$ cat src/rtl/regfile_wr_arbiter.sv
// rtl/regfile_wr_arbiter.sv - two-requester write-port arbiter for the 8x8 register file
module regfile_wr_arbiter #(
  parameter int ADDR_W     = 3,
  parameter int DATA_W     = 8,
  parameter int FIXED_PRIO = 0,
  parameter int CNT_W      = 8
) (
  input  logic              clk,
  input  logic              reset,
  input  logic              hold,
  input  logic              req0_valid,
  input  logic [ADDR_W-1:0] req0_addr,
  input  logic [DATA_W-1:0] req0_data,
  output logic              req0_ready,
  input  logic              req1_valid,
  input  logic [ADDR_W-1:0] req1_addr,
  input  logic [DATA_W-1:0] req1_data,
  output logic              req1_ready,
  output logic              rf_we,
  output logic [ADDR_W-1:0] rf_w_addr,
  output logic [DATA_W-1:0] rf_w_data,
  output logic              last_grant,
  output logic [CNT_W-1:0]  conflict_cnt
);

  localparam logic [CNT_W-1:0] CNT_MAX = '1;

  logic both_valid;
  logic pick0;
  logic grant0;
  logic grant1;

  // Combinational grant: on contention req0 wins in fixed mode, otherwise whoever did not win last
  always_comb begin
    both_valid = req0_valid & req1_valid;
    pick0      = (FIXED_PRIO != 0) || last_grant;
    grant0     = !reset && !hold && req0_valid && (!req1_valid || pick0);
    grant1     = !reset && !hold && req1_valid && (!req0_valid || !pick0);
  end

  assign req0_ready = grant0;
  assign req1_ready = grant1;

  // Register the granted write toward the regfile, track the winner and count contention cycles
  always_ff @(posedge clk) begin
    if (reset) begin
      rf_we        <= 1'b0;
      rf_w_addr    <= '0;
      rf_w_data    <= '0;
      last_grant   <= 1'b1;
      conflict_cnt <= '0;
    end else begin
      rf_we <= grant0 | grant1;
      if (grant0) begin
        rf_w_addr  <= req0_addr;
        rf_w_data  <= req0_data;
        last_grant <= 1'b0;
      end else if (grant1) begin
        rf_w_addr  <= req1_addr;
        rf_w_data  <= req1_data;
        last_grant <= 1'b1;
      end
      if (both_valid && !hold && conflict_cnt != CNT_MAX) begin
        conflict_cnt <= conflict_cnt + 1'b1;
      end
    end
  end

endmodule

$ cat config.mk
export PLATFORM = sky130hd
export DESIGN_NAME = regfile_wr_arbiter
export DESIGN_NICKNAME = d
export VERILOG_FILES = /design/src/rtl/regfile_wr_arbiter.sv
export SDC_FILE = /design/constraint.sdc
export NUM_CORES = 1
export LEC_CHECK = 0
export CORE_AREA = 2 2 78 58
export DETAILED_ROUTE_END_ITERATION = 8
export DIE_AREA = 0 0 80 60
export GPL_TIMING_DRIVEN = 0
export SLEW_MARGIN = 10
export SYNTH_ARGS = -nofsm -noshare
export SYNTH_HDL_FRONTEND = slang
export SYNTH_SLANG_ARGS = --single-unit
$ cat constraint.sdc
create_clock -name clk -period 2.1 [get_ports clk]
set_clock_uncertainty 0.05 [all_clocks]
set_input_delay 0.63 -clock clk [delete_from_list [all_inputs] [get_ports clk]]
set_output_delay 0.63 -clock clk [all_outputs]
set_load 0.005 [all_outputs]
==> impl_results.md <==
- Status: finished clean
- Internal reg-to-reg setup slack: 0.40 ns
- Vias in the first global route: 959
- Final core utilization: 39.63%
- Vias/cell: 4.717
- First-pass GRT wire length: 4.554 mm
- Setup violations, final: 0
- Vias post-DR: 1033
- Dominant cell type by area after synthesis: dfxtp_1
- Slew HR: 67.40%
- I/O pin count: 50
- Clock sinks: 21
- Sequential cell area fraction in the yosys report: 43.41%
- Post-route ant nets: 0
- Nature of the critical path endpoint: output port
- Critical Path AT: 1.40 ns
- Max-slew violations: 0
- Diode count: 0
- Syn avg cell area: 9.051 um2
- Worst hold path type: reg2reg
- Register area: 420.4 um2
- Most common cell after layout, fill and taps aside: clkdlybuf4s50_1
- Initial antenna violation count: 0
- Post-DP HPWL: 2.213 mm
- Max Root-Sink Buffers: 2
- Post-DR wirelength/cell: 13.54 um
- TritonRoute pass-1 iters: 4
- Starting Density: 23.60%
- Placer Congestion: 0.7951
- Share of post-route cells with drive strength above 1: 14.02%
- Area delta synth->final: 67.96%
- Synthesized area: 968.4 um2
- Critical-path maximum fanout: 3
- CTS hold repair buffers: 0
- Crit Path Class: in2out
- Max_cap viols: 0
- Final Critical Period: 2.079 ns
- GR Util All Layers: 12.18%
- Max Clk Rate: 0.4811 GHz
- # rows: 20
- Fin. Hold Viols: 0
- Largest net degree at the start of global routing: 13
- Max IR drop VDD: 0.0002099 V
- DIE AREA: 4800 um2
- Design area: 1627 um2
- Final WL: 2.966 mm
- Placed cell area: 1535 um2
- Worst-skew pair later-pin latency: 0.26 ns
- Synth cell types: 30
- CTS Buf Count: 3
- IO buf count: 49
- Post-synth top area share: 43.41%
- Fillers: 415
- CORE AREA: 4104 um2
- Ranking of synthesized cells by area: dfxtp_1 (43%), mux2i_1 (13%), a211oi_1 (8.5%)
- GRT Residual Overflow: 0
- Clk slew on worst S/H paths: 0.08 ns
- Yosys warnings: 0
- Nets: 193
- RSZ-0062 raised after global routing: false
- Most frequent cells in the layout: clkdlybuf4s50_1 (43), dfxtp_1 (21), nor2_1 (18), mux2i_1 (13), a211oi_1 (11)
- Die Wd: 80 um
- Post-Route Setup TNS: 0 ns
- CP Launch Type: primary input
- CTS tree: done
- Clock Root Buffer: clkbuf_8
- Leakage: 0.6704 nW
- Worst hold margin: 0.4941 ns
- Syn_nets: 135
- Die height: 60 um
- Area of the multi-input gates: 530.5 um2
- Syn Inst Count: 107
- Required @ worst endpoint: 1.42 ns
- Residual DRC: 0
- Pwr per Cell Area: 530.2 nW/um2
- Final period util: 98.98%
- Synthesis-stage register bit count: 21
- Initial DRC count: 45
- Worst-margin pin slew: 0.4890 ns
- H-Tree Depth: 1
## Yosys cell counts
| library cell | number |
|---|---|
| nor4_1 | 1 |
| or3_1 | 1 |
| inv_1 | 3 |
| ha_1 | 1 |
| o21ai_0 | 1 |
| or3_2 | 1 |
| nand3_2 | 1 |
| or4_1 | 1 |
| nand3b_1 | 1 |
| nand3_1 | 1 |
| xor2_1 | 2 |
| nand2b_1 | 1 |
| nor3_1 | 2 |
| a211oi_1 | 11 |
| o211ai_1 | 1 |
| a2111o_1 | 1 |
| o31ai_1 | 2 |
| nor2_1 | 18 |
| a211o_1 | 1 |
| clkbuf_1 | 3 |
| mux2i_1 | 13 |
| a21oi_1 | 2 |
| nand2_1 | 7 |
| buf_2 | 3 |
| nor2b_1 | 3 |
| and4b_1 | 1 |
| o2111ai_1 | 1 |
| nand4_1 | 1 |
| dfxtp_1 | 21 |
| a31oi_1 | 1 |
## stage by stage
stage	power (mW)	cells	setup WS, ns
6_report	0.8624	219	0.02146
5_1_grt	0.8983	219	0.005044
4_1_cts	0.8695	219	0.01389
3_5_place_dp	0.5877	211	-1.208
3_3_place_gp	0.5847	211	-1.172
2_1_floorplan	0.4854	107	0.01859
## final timing paths
check | cells past startpoint | end | from
hold reg to reg | 2 | conflict_cnt[3]$_SDFFE_PP0P_ | conflict_cnt[3]$_SDFFE_PP0P_
hold / removal | 2 | conflict_cnt[3]$_SDFFE_PP0P_ | conflict_cnt[3]$_SDFFE_PP0P_
setup reg to reg | 7 | rf_w_data[6]$_SDFFE_PP0P_ | last_grant$_SDFFE_PP1P_
setup / recovery | 5 | req0_ready | hold
## power by group
group | total, mW | leakage (nW) | internal [mW] | switching [mW]
combinational | 0.160 | 0.474 | 0.104 | 0.0557
clock | 0.275 | 0.0255 | 0.132 | 0.143
sequential | 0.427 | 0.171 | 0.416 | 0.0110
## critical path, stage by stage
cell and delay [ns]:
buf_6 0.10, nand2b_4 0.13, or3_4 0.38, inv_2 0.06, buf_6 0.09
## area by class of cell
| class | instances | area share [%] |
|---|---|---|
| Multi-Input combinational cell | 77 | 32.62 |
| Timing Repair Buffer | 55 | 32.31 |
| Sequential cell | 21 | 25.85 |
| Tap cell | 55 | 4.231 |
| Clock buffer | 3 | 2.538 |
| Buffer | 4 | 1.462 |
| Inverter | 3 | 0.6923 |
| Clock inverter | 1 | 0.3077 |
## kinds of logic after synthesis
kind of cell | after synthesis | share of synthesized area, %
and+or+nand+nor | 40 | 20.16
buffers and inverters | 9 | 3.875
AOI/OAI and AO/OA | 21 | 16.02
muxes | 13 | 13.44
DFF | 21 | 43.41
adders and majority gates | 1 | 1.292
xor gates and xnor gates | 2 | 1.809
## layer usage
layer	vias to the layer above	wire, um	GRT usage (%)
met5	-	0	0
met4	0	18	3.874
met3	2	154	3.474
met2	27	1431	18.81
met1	501	1362	16.51
li1	503	-	-
## timing repair
item | in CTS | in global routing
setup endpoints to repair | 12 | 1
endpoints found under the hold margin | 0 | 0
setup buffers | 6 | 0
pin swaps | 2 | 1
resized for setup | 32 | 1
## state kept, by name, summed over array words and instances, names as in the netlist
register	flops
rf_w_addr	3
rf_we	1
rf_w_data	8
conflict_cnt	8
last_grant	1
Note: power is estimated with default switching activity, not from simulation.
